==> src/rtl/iddmm_pkg.sv <==
// Shared IDDMM definitions: engine word/result sizes and the arbiter FSM encoding.
// Latency: none (types and constants only).
// Backpressure: not applicable.
package iddmm_pkg;

  // Default engine geometry used across the IDDMM blocks.
  localparam int K_DEF = 256;
  localparam int N_DEF = 16;

  // Arbiter sequencing: pick a winner, start the engine, stream results, enforce a low gap.
  typedef enum logic [1:0] {
    IDLE  = 2'd0,
    GRANT = 2'd1,
    RUN   = 2'd2,
    GAP   = 2'd3
  } state_t;

endpackage

==> src/rtl/rr_arbiter.sv <==
// Round-robin pick: first set request bit searching upward from ptr+1 modulo M.
// Latency: purely combinational.
// Backpressure: none; the caller decides when a pick is taken.
module rr_arbiter #(
  parameter int M    = 4,
  parameter int ID_W = (M > 1) ? $clog2(M) : 1
) (
  input  logic [M-1:0]    req,
  input  logic [ID_W-1:0] ptr,
  output logic [M-1:0]    grant,
  output logic [ID_W-1:0] idx,
  output logic            any
);

  logic [ID_W-1:0] pos;
  logic            found;

  assign any = |req;

  // Walk the M candidate positions in priority order; the first hit wins.
  always_comb begin
    grant = '0;
    idx   = '0;
    found = 1'b0;
    pos   = '0;
    for (int i = 1; i <= M; i++) begin
      pos = ID_W'((int'(ptr) + i) % M);
      if (!found && req[pos]) begin
        found      = 1'b1;
        grant[pos] = 1'b1;
        idx        = pos;
      end
    end
  end

endmodule

==> src/rtl/iddmm_arbiter.sv <==
// Shares one IDDMM engine among M requesters, round-robin, one task in flight at a time.
// Latency: req_valid->req_ready 1 cycle, req_ready->mm_task_req 1 cycle, engine word->rsp 1 cycle.
// Backpressure: requesters hold req_valid until granted; result stream cannot be stalled.
module iddmm_arbiter
  import iddmm_pkg::*;
#(
  parameter int K       = K_DEF,
  parameter int N       = N_DEF,
  parameter int M       = 4,
  parameter int ID_W    = (M > 1) ? $clog2(M) : 1,
  parameter int GAP_CYC = 2
) (
  input  logic            clk,
  input  logic            rst_n,
  input  logic [M-1:0]    req_valid,
  output logic [M-1:0]    req_ready,
  output logic [M-1:0]    rsp_valid,
  output logic [K-1:0]    rsp_data,
  output logic            rsp_last,
  output logic            rsp_err,
  output logic            busy,
  output logic [ID_W-1:0] mm_sel,
  output logic            mm_task_req,
  input  logic            mm_task_grant,
  input  logic [K-1:0]    mm_task_res,
  input  logic            mm_task_end
);

  localparam int CW = $clog2(N + 1);
  localparam int GW = $clog2(GAP_CYC + 1);

  state_t          state, state_nxt;
  logic [ID_W-1:0] ptr, ptr_nxt;
  logic [CW-1:0]   wcnt, wcnt_nxt, wcnt_inc, wcnt_total;
  logic            ovf, ovf_nxt;
  logic [GW-1:0]   gcnt, gcnt_nxt;

  logic [M-1:0]    ready_nxt, vld_nxt;
  logic [K-1:0]    data_nxt;
  logic            last_nxt, err_nxt, busy_nxt, task_req_nxt;
  logic [ID_W-1:0] sel_nxt;

  logic [M-1:0]    arb_grant;
  logic [ID_W-1:0] arb_idx;
  logic            arb_any;
  logic [M-1:0]    sel_onehot;

  rr_arbiter #(
    .M    (M),
    .ID_W (ID_W)
  ) u_rr (
    .req   (req_valid),
    .ptr   (ptr),
    .grant (arb_grant),
    .idx   (arb_idx),
    .any   (arb_any)
  );

  assign sel_onehot = M'(1) << mm_sel;
  // Word count saturates at N; anything beyond N is remembered in ovf so it still errors.
  assign wcnt_inc   = (wcnt == CW'(N)) ? wcnt : wcnt + CW'(1);
  assign wcnt_total = mm_task_grant ? wcnt_inc : wcnt;

  // State register.
  always_ff @(posedge clk or negedge rst_n) begin
    if (!rst_n) state <= IDLE;
    else        state <= state_nxt;
  end

  // Next state and next values of every registered output/counter.
  always_comb begin
    state_nxt    = state;
    ptr_nxt      = ptr;
    sel_nxt      = mm_sel;
    ready_nxt    = '0;
    busy_nxt     = busy;
    task_req_nxt = mm_task_req;
    vld_nxt      = '0;
    data_nxt     = rsp_data;
    last_nxt     = 1'b0;
    err_nxt      = 1'b0;
    wcnt_nxt     = wcnt;
    ovf_nxt      = ovf;
    gcnt_nxt     = gcnt;
    case (state)
      IDLE: begin
        busy_nxt     = 1'b0;
        task_req_nxt = 1'b0;
        if (arb_any) begin
          ready_nxt = arb_grant;
          sel_nxt   = arb_idx;
          ptr_nxt   = arb_idx;
          busy_nxt  = 1'b1;
          state_nxt = GRANT;
        end
      end
      GRANT: begin
        task_req_nxt = 1'b1;
        wcnt_nxt     = '0;
        ovf_nxt      = 1'b0;
        state_nxt    = RUN;
      end
      RUN: begin
        if (mm_task_grant) begin
          vld_nxt  = sel_onehot;
          data_nxt = mm_task_res;
          wcnt_nxt = wcnt_inc;
          if (wcnt == CW'(N)) ovf_nxt = 1'b1;
        end
        if (mm_task_end) begin
          last_nxt     = 1'b1;
          err_nxt      = ovf || (mm_task_grant && (wcnt == CW'(N))) || (wcnt_total != CW'(N));
          task_req_nxt = 1'b0;
          gcnt_nxt     = '0;
          state_nxt    = GAP;
        end
      end
      GAP: begin
        task_req_nxt = 1'b0;
        gcnt_nxt     = gcnt + GW'(1);
        if (gcnt == GW'(GAP_CYC - 1)) begin
          busy_nxt  = 1'b0;
          state_nxt = IDLE;
        end
      end
      default: begin
        state_nxt = IDLE;
      end
    endcase
  end

  // Output and counter registers; pointer starts at M-1 so requester 0 wins first.
  always_ff @(posedge clk or negedge rst_n) begin
    if (!rst_n) begin
      ptr         <= ID_W'(M - 1);
      mm_sel      <= '0;
      req_ready   <= '0;
      busy        <= 1'b0;
      mm_task_req <= 1'b0;
      rsp_valid   <= '0;
      rsp_data    <= '0;
      rsp_last    <= 1'b0;
      rsp_err     <= 1'b0;
      wcnt        <= '0;
      ovf         <= 1'b0;
      gcnt        <= '0;
    end else begin
      ptr         <= ptr_nxt;
      mm_sel      <= sel_nxt;
      req_ready   <= ready_nxt;
      busy        <= busy_nxt;
      mm_task_req <= task_req_nxt;
      rsp_valid   <= vld_nxt;
      rsp_data    <= data_nxt;
      rsp_last    <= last_nxt;
      rsp_err     <= err_nxt;
      wcnt        <= wcnt_nxt;
      ovf         <= ovf_nxt;
      gcnt        <= gcnt_nxt;
    end
  end

endmodule

==> config.mk <==
export PLATFORM = sky130hd
export DESIGN_NAME = iddmm_arbiter
export DESIGN_NICKNAME = d
export VERILOG_FILES = /design/src/rtl/iddmm_pkg.sv /design/src/rtl/rr_arbiter.sv /design/src/rtl/iddmm_arbiter.sv
export SDC_FILE = /design/constraint.sdc
export NUM_CORES = 1
export LEC_CHECK = 0
export CAP_MARGIN = 25
export CORE_AREA = 10 10 202 204
export DETAILED_ROUTE_END_ITERATION = 8
export DIE_AREA = 0 0 212 214
export GPL_ROUTABILITY_DRIVEN = 1
export GPL_TIMING_DRIVEN = 0
export MAX_ROUTING_LAYER = met4
export PLACE_DENSITY = 0.63
export SLEW_MARGIN = 20
export SYNTH_ARGS = -nofsm -noshare
export SYNTH_HDL_FRONTEND = slang
export SYNTH_SLANG_ARGS = --single-unit
export TNS_END_PERCENT = 20
==> constraint.sdc <==
create_clock -name clk -period 4.53 [get_ports clk]
set_input_delay 0.453 -clock clk [delete_from_list [all_inputs] [get_ports clk]]
set_output_delay 0.453 -clock clk [all_outputs]
set_load 0.05 [all_outputs]
* Word level (Yosys, flattened, before mapping)
Cells that the tools add are included.
** Word-level totals
- Bits in registers :: 282
- Bits of input ports :: 264
- Output and inout port bits :: 270
- Word-level logic and storage cells :: 119
** Cells by class
- Add/subtract/negate cells :: 6
- Order comparisons :: 8
- Equality and inequality tests :: 11
- Shifts and indexed selects :: 1
- Multiplexer cells :: 52
- Bitwise logic cells :: 3
- Reductions and logical operators :: 25
** Operators by type and width (count)
- two-way mux 4 bit :: 8
- two-way mux 1 bit :: 20
- two-way mux 2 bit :: 8
- < comparator 2 x 3 -> 1 bit (second input constant) :: 4
- bitwise OR 4 bit :: 3
- two-way mux 5 bit :: 2
- inequality test 2 bit (second input constant) :: 5
- one-hot mux 5 bit (2 select lines) :: 1
- binary-select mux 1 bit (select 2 bit) :: 4
- demux 1 bit (select 2 bit) :: 4
- greater-or-equal comparator 2 x 1 -> 1 bit (second input constant) :: 4
- logical AND 1 bit :: 8
- one-hot mux 2 bit (4 select lines) :: 1
- AND reduction 2 bit :: 4
- adder 2 x 1 -> 2 bit (second input constant) :: 3
- AND reduction 3 bit :: 2
- nonzero test 2 bit :: 3
- adder 5 x 1 -> 5 bit (second input constant) :: 1
- == test 5 bit (second input constant) :: 1
- inequality test 5 bit (second input constant) :: 1
- adder 2 bit (second input constant) :: 2
- == test 2 x 1 -> 1 bit (second input constant) :: 2
- == test 2 bit (second input constant) :: 2
- one-hot mux 1 bit (2 select lines) :: 2
- other kinds (8) :: 11

* Longest topological paths before layout
Gate-level depths: netlist of run 1.
- Word-level depth :: 15
- Mapped depth :: 9
- Depth with buffers taken out :: 7

* Cells and area by module
A second synthesis of run 1 with hierarchy kept.
** Unflattened totals
- Cells, all modules :: 1277
- Area total of the unflattened synthesis :: 11584.9 µm²
** By module, submodules not included
- iddmm_arbiter :: times used 1, cells an instance 1195, area each 10954.3 µm², seq. area each 7059.3 µm²
- rr_arbiter :: times used 1, cells an instance 82, area each 630.6 µm², seq. area each 0.0 µm²

* Least setup slack after synthesis of run 1
Ideal clock, no wire load.
- Path kind :: reg2reg
- Start :: register ptr[0]
- End :: register mm_sel[1]
- Setup time :: 138 ps
- Arrival :: 2276 ps
- Data required time :: 4392 ps
- Slack :: 2116 ps
- Cell stages (with the launch flop) :: 9
- Path buffers :: 1
- Period minus slack after synthesis :: 2414 ps
- Path through :: dfstp_2 -> buf_6 -> inv_1 -> ha_1 -> mux4_2 -> or2_4 -> a21o_1 -> a211oi_2 -> nor3_1
** On the way
- Longest elaborated chain between the ends :: 13
- Elaborated cells between the ends (all ways) :: 25
- Classes of those cells :: add/sub (4); mux (15); reduce/logical (6)
** RTL lines
- from (decl) :: RTL line iddmm_arbiter.sv:33 : logic [ID_W-1:0] ptr, ptr_nxt;
- from (signal assigned) :: RTL line iddmm_arbiter.sv:135 : ptr <= ID_W'(M - 1);
- from (signal assigned) :: RTL line iddmm_arbiter.sv:148 : ptr <= ptr_nxt;
- adder 2 x 1 -> 2 bit :: RTL line rr_arbiter.sv:27 : pos = ID_W'((int'(ptr) + i) % M);
- binary-select mux 1 bit (select 2 bit) :: RTL line rr_arbiter.sv:28 : if (!found && req[pos]) begin
- two-way mux 1 bit (implied by the code) :: RTL line rr_arbiter.sv:28
- two-way mux 1 bit :: RTL line rr_arbiter.sv:28
- logical NOT 1 bit :: RTL line rr_arbiter.sv:28
- logical AND 1 bit :: RTL line rr_arbiter.sv:28
- two-way mux 1 bit :: RTL line rr_arbiter.sv:28
- logical NOT 1 bit :: RTL line rr_arbiter.sv:28
- logical AND 1 bit :: RTL line rr_arbiter.sv:28
- two-way mux 1 bit :: RTL line rr_arbiter.sv:28
- logical NOT 1 bit :: RTL line rr_arbiter.sv:28
- logical AND 1 bit :: RTL line rr_arbiter.sv:28
- two-way mux 2 bit (*) :: RTL line rr_arbiter.sv:28
- to (signal assigned) :: RTL line iddmm_arbiter.sv:149 : mm_sel <= sel_nxt;
- to (decl) :: RTL line iddmm_arbiter.sv:22 : output logic [ID_W-1:0] mm_sel,
Mark *: on every way between the ends. The rest lies on a longest branch, timed or not. The select of a mux whose other input is x is not followed.
A chain may end at the register's enable or synchronous reset.

* Worst setup path after layout of run 1
- Start :: register state[0]
- End :: register rsp_data[103]
** On the way
- Longest elaborated chain between the ends :: 2
** RTL lines
- from (decl) :: RTL line iddmm_arbiter.sv:32 : state_t state, state_nxt;
- from (signal assigned) :: RTL line iddmm_arbiter.sv:67 : else state <= state_nxt;
- == test 2 bit :: RTL line iddmm_arbiter.sv:85 : case (state)
- AND reduction 2 bit (no source line)
- to (signal assigned) :: RTL line iddmm_arbiter.sv:154 : rsp_data <= data_nxt;
- to (decl) :: RTL line iddmm_arbiter.sv:18 : output logic [K-1:0] rsp_data,
Every way passes these cells.

==> out/qor.yml, run 1 <==
logic_synthesis:
  synth_edf_count: 0
  synth_xor_area_frac: 0.00313
  syn-instance-count: 1258
  synth_area_leaders: "dfrtp_1, nand2_1, clkbuf_1"
  synth-compound-area-share: 0.0240
  synth.top_cell.area_share: 0.626
  yosysUniqueCellTypes: 39
  synthesis.nets: 1537
  synth_adder_area_share: 0.0168
  synth-simple-area-share: 0.285
  synth_top_family_by_area: "simple AND/OR/NAND/NOR gates"
  synthFlopType: "dfrtp_1"
  synthArstFlopShare: 1.00
  syn_area_um2: 11200
  synth_common_cells: "nand2_1, dfrtp_1, clkbuf_1"
  ys_seq_area_frac: 0.631
  synth_top_area_cell: "dfrtp_1"
  synthMuxAreaShare: 0.0133
  yosysMostFrequentCell: "nand2_1"
  syn_avg_cell_area_um2: 8.89
  ys_seq_elements: 282
  ys_warn_count: 0
timing:
  min_period_ps: 3050
  max_slew_margin: 0.467
  period_share: 0.674
  rsz0062_at_grt: "false"
  fin_setup_tns_ps: 0
  setup_violations: 0
  finalMaxSlewViolations: 0
  fmaxAchievable_mhz: 327
  hold_violations: 0
  fin_ws_ps: 1480
  fin_skew_ps: 13.8
  tightest_slew_ps: 800
place:
  post_dp_cell_area_um2: 17200
  io_buffer_count: 533
  pre_cts_ws_ps: 1350
  post-dp-hpwl_um: 34600
  gp_congestion: 0.901
  place_inst: 2268
detailed_routing:
  via_count: 10300
  drc: 0
  first_iter_violations: 550
  drt_wl_total_um: 43900
  wl_per_cell_um: 18.8
  final_antenna_net_count: 0
  first_pass_iters: 5
  routed_via_density: 4.42
global_route:
  grt_usage: 0.194
  antenna_found_initial: 3
  grt_pass1_vias: 10700
  grt_start_max_net_pins: 98
  overflow: 0
  grt_pass1_wl_um: 65500
cts:
  cts_root_buffer: "clkbuf_16"
  clk_path_buf_depth: 3
  numCtsBuffers: 35
  cts_setup_buffers: 0
  clk_pin_slew_worst_paths_ps: 60
  htreeDepth: 2
  clock_latency_ps: 530
  cts.sinks: 282
  tritoncts: "yes"
die:
  start_util: 0.302
  boundaryPins: 534
  rows: 71
  fp.dieH_um: 214
  dieWidth_um: 212
  dieArea_um2: 45400
  coreArea_um2: 37000
setup_path:
  r2r_setup_slack_ps: 1480
  worst_setup_path_start_kind: "flip-flop"
  required_ps: 5000
  r2r.worst_path.cells: 9
  worstSetupPathType: "reg -> reg"
  worstPathMaxFanout: 10
  worstPathArrival_ps: 3520
  end_kind: "flip-flop"
  rr_startpoint: "state[0]"
  reg2reg_to: "rsp_data[103]"
power:
  ir_drop_mv: 0.580
  power_density_nw_per_um2: 877
  p_leak_nw: 8.89
finish:
  synthToLayoutAreaGrowth_pct: 65.0
  fillers: 3463
  nNetsFinal: 2111
  fin_area_um2: 18500
  drive_above_1_share: 0.0420
  final_cell_count_no_fill: 2334
hold_path:
  hold_path.class: "in -> async"
outcome:
  outcome: "completed"
run:
  maxCapViolCount: 0
[how the worst max path moves through the flow]
stage / start / end / cells after the start / slack, ps
after detailed placement: mm_task_grant / rsp_data[103] / 7 / 1350
after global placement: rst_n / rsp_data[78] / 1 / -9710
after CTS: state[0] / rsp_data[103] / 9 / 1380
after floorplan: ptr[0] / mm_sel[1] / 8 / 2120
final: state[0] / rsp_data[103] / 9 / 1480
after global routing: state[0] / rsp_data[103] / 9 / 1180
[flip-flops by register name (all words and copies together), names as in the netlist]
register     cells
busy             1
gcnt             2
mm_sel           2
mm_task_req      1
ovf              1
ptr              2
req_ready        4
rsp_data       256
rsp_err          1
rsp_last         1
rsp_valid        4
state            2
wcnt             5
[cell families (layout without fill, tap and decap cells)]
group	count (synthesis)	count (layout)
flip-flops	282	282
AND/OR/NAND/NOR	828	828
XOR/XNOR	4	4
buffers and inverters	77	675
AO/OA/AOI/OAI	43	43
other	0	4
adder cells (fa/ha/maj)	15	15
multiplexers	9	9
[per-layer routing]
metal | vias to the layer above | wire length, um | track usage
met2 | 427 | 21100 | 0.315
li1 | 5021 | - | -
met1 | 4802 | 16400 | 0.203
met3 | 72 | 5120 | 0.0875
met5 | - | 0 | -
met4 | 0 | 1290 | 0.0753
[critical path, stage by stage (launching register included)]
cell      delay, ps
dfrtp_1         400
inv_1           110
ha_1            150
clkbuf_1        310
and2_1          190
clkbuf_1        440
clkbuf_1        610
clkbuf_1        490
nand2_1         200
nand2_1         100
[per-stage QoR]
stage	hold slack, ps	total power, mW	utilization
finish	386	16.2	0.499
detailed placement	330	13.3	0.464
floorplan	157	9.87	-
global route	388	17.1	0.498
CTS	339	16.4	0.498
global placement	457	13.2	0.462
[power by group]
group / switching (mW) / internal (mW)
registers: 0.626 / 3.66
logic: 6.15 / 2.78
clock network: 1.06 / 1.91
[repair_timing]
action / CTS / global route
resized for setup: 0 / 0
hold buffers: 1 / 0
hold endpoints to repair: 25 / 0
[cells in the final DEF, fill, tap and decap left out, types with 3 or more instances in the layout]
cell and instances:
clkbuf_1 66, nand2_1 788, dfrtp_1 280, buf_16 3, ha_1 15, xnor2_1 4
inv_1 14, clkbuf_16 37, a22oi_1 8, nor2_1 12, clkbuf_8 9, o21ai_0 9
nand3_1 4, mux2_2 4, a21oi_1 13, nand2b_1 3, clkdlybuf4s50_1 532, diode_2 4
clkinv_2 4, or2_2 4, bufinv_16 5, mux4_2 3, o22ai_1 6
[layout make-up]
type	instances	area [um^2]	area share
repair buffers	537	5430	0.294
multi-input cells	899	3830	0.208
inverters	14	52.6	0.00285
clock buffers	52	1070	0.0581
flip-flops and latches	282	7060	0.382
plain buffers	63	245	0.0133
well taps	474	593	0.0321
clock inverters	9	170	0.00921
diodes	4	10.0	0.000542
(Power assumes the default switching activity.)
==> run 2: changes to the inputs <==
Settings changed: CORE_AREA 10 10 202 204 to unset, CORE_ASPECT_RATIO set to 0.5, CORE_MARGIN set to 10, CORE_UTILIZATION set to 37, DIE_AREA 0 0 212 214 to unset, PLACE_DENSITY 0.63 to 0.77.
Clock period 4.53 ns to 2.6 ns, I/O delays scaled along.
==> run 2 against run 1 <==
Compared with the run above:
- sequential cell count stayed put
- register-to-register slack got worse by 1400 ps
- highest routed layer unchanged
- critical path depth decreased by 1
- cell area decreased by 2.6%
- clock skew decreased by 4.2 ps
- fmax is 20% higher
==> out/qor.yml, run 2 (synthesis results as in run 1) <==
detailed_routing:
  first_iter_violations: 666  # +21%
  drc: 0  # unchanged
  drt_wl_total_um: 44800  # +2.2%
  wl_per_cell_um: 20.1  # +6.6%
  via_count: 10300  # -0.32%
  final_antenna_net_count: 0  # unchanged
  first_pass_iters: 5  # unchanged
  routed_via_density: 4.60  # +4.0%
finish:
  drive_above_1_share: 0.0457  # +0.00363
  nNetsFinal: 2102  # -0.43%
  synthToLayoutAreaGrowth_pct: 60.7
  final_cell_count_no_fill: 2236  # -4.2%
  final_cell_mix: "nand2_1, clkdlybuf4s50_1, dfrtp_1, clkbuf_1, clkbuf_16"
  fin_area_um2: 18000  # -2.6%
  top_register: "rsp_data"
  regArea_um2: 7060  # unchanged
  multi_input_area_um2: 3850  # +0.39%
  final_common_cell: "nand2_1"
  largestRegisters: "rsp_data: 256 flops, wcnt: 5 flops"
  fillers: 2495  # -28%
  final_util: 0.612  # +0.113
  largest_register_ffs: 256  # unchanged
die:
  dieWidth_um: 266  # +25%
  start_util: 0.381  # +0.0786
  rows: 44  # -38%
  boundaryPins: 534  # unchanged
  coreArea_um2: 29400  # -21%
  fp.dieH_um: 143  # -33%
  dieArea_um2: 38000  # -16%
timing:
  fin_setup_tns_ps: 0  # unchanged
  tightest_slew_ps: 828  # +28.2 ps
  finalMaxSlewViolations: 0  # unchanged
  setup_violations: 0  # unchanged
  max_slew_margin: 0.448  # -0.0188
  min_period_ps: 2560  # -498 ps
  fin_ws_ps: 44.2  # -1430 ps
  period_share: 0.983  # +0.309
  fmaxAchievable_mhz: 391  # +20%
  fin_skew_ps: 9.55  # -4.25 ps
  rsz0062_at_grt: "true"
  hold_ws_ps: 242  # -144 ps
  hold_violations: 0  # unchanged
place:
  place_inst: 2185  # -3.7%
  post-dp-hpwl_um: 35700  # +3.1%
  post_dp_cell_area_um2: 17100  # -0.60%
  gp_congestion: 0.904  # +0.37%
  io_buffer_count: 533  # unchanged
  pre_cts_ws_ps: -405  # -1760 ps
setup_path:
  path_cells: "buf_6 -> inv_1 -> ha_4 -> mux4_2 -> or2_4 -> a21o_1 -> a211oi_2 -> nor3_1"
  r2r.worst_path.cells: 8  # -1
  reg2reg_to: "mm_sel[1]"
  r2r_setup_slack_ps: 40  # -1430 ps
  required_ps: 3010  # -1990 ps
  cpPeakStageDelay_ps: 580  # -30 ps
  worstSetupPathType: "reg -> reg"
  worstPathMaxFanout: 10  # unchanged
  worst_setup_path_start_kind: "flip-flop"
  slowest_stage: "dfstp_2"
  crit_family: "flip-flops"
  rr_startpoint: "ptr[0]"
  worstPathArrival_ps: 2960  # -560 ps
  cp_num_buf_inv: 2  # -3
  end_kind: "flip-flop"
outcome:
  outcome: "completed"
global_route:
  grt_pass1_wl_um: 64900  # -0.97%
  grt_usage: 0.230  # +0.0356
  grt_pass1_vias: 10300  # -4.0%
  grt_start_max_net_pins: 94  # -4.1%
  antenna_found_initial: 4  # +1
  overflow: 0  # unchanged
cts:
  clk_path_buf_depth: 3  # unchanged
  numCtsBuffers: 26  # -26%
  cts.sinks: 282  # unchanged
  clk_pin_slew_worst_paths_ps: 60  # about the same
  htreeDepth: 1  # -1
  tritoncts: "yes"
  clock_latency_ps: 540  # about the same
  cts_root_buffer: "clkbuf_16"
power:
  power_density_nw_per_um2: 1500  # +71%
  ir_drop_mv: 0.763  # +32%
  p_total_mw: 27.0  # +67%
  p_leak_nw: 8.76  # -1.6%
hold_path:
  hold_path.class: "in -> reg"
  hold_end: "rsp_data[235]"
  worstHoldStart: "mm_task_res[235]"
  hold_depth: 3
run:
  maxCapViolCount: 0  # unchanged
run 2: changes by cell type in the layout (fill, tap and decap cells not counted):
| cell | previous run | this run |
|---|---|---|
| bufinv_16 | 5 | 1 |
| clkbuf_1 | 66 | 46 |
| clkbuf_16 | 37 | 27 |
| clkbuf_2 | 0 | 25 |
| clkbuf_8 | 9 | 4 |
| clkinv_2 | 4 | 2 |
| diode_2 | 4 | 5 |
| ha_1 | 15 | 14 |
| ha_4 | 0 | 1 |
| nor2_1 | 12 | 11 |
| nor2_2 | 0 | 1 |
run 2: worst max-delay path by stage:
stage / from / end / slack, ps / cells after the start
floorplan: ptr[0] / mm_sel[1] / 190 / 8
global placement: rst_n / rsp_data[249] / -11320 / 1
detailed placement: state[0] / rsp_data[189] / -410 / 9
CTS: state[0] / rsp_data[187] / 5 / 8
global route: state[0] / rsp_data[131] / -90 / 9
finish: ptr[0] / mm_sel[1] / 40 / 8
run 2: worst register-to-register path, stage by stage (launching register included):
cell	delay, ps
dfstp_2	580
buf_6	160
inv_1	150
ha_4	330
mux4_2	400
or2_4	310
a21o_1	170
a211oi_2	240
nor3_1	90
run 2: power breakdown:
group	total [mW]	internal [mW]	leakage [nW]	switching [mW]
combinational	15.7	4.88	4.81	10.8
sequential	7.48	6.37	3.55	1.10
clock	3.77	2.12	0.396	1.65
total	27.0	13.4	8.76	13.6
run 2: timing repair:
item,CTS,global route
hold buffers,1,0
pin swaps,0,0
endpoints found under the setup margin,227,203
gates resized for setup,22,9
endpoints found under the hold margin,54,0
buffers inserted,0,0
run 2: area by class of cell:
class | instances | area share
plain buffers | 63 | 0.0154
flip-flops and latches | 282 | 0.393
clock inverters | 3 | 0.00223
inverters | 14 | 0.00292
well taps | 391 | 0.0272
multi-input cells | 899 | 0.214
diodes | 5 | 0.000696
repair buffers | 537 | 0.302
clock buffers | 42 | 0.0429
run 2: metal layers:
| metal | GRT usage | wire length, um |
|---|---|---|
| met5 | - | 0 |
| met4 | 0.0915 | 1770 |
| met3 | 0.0379 | 1960 |
| met2 | 0.417 | 24400 |
| met1 | 0.251 | 16800 |
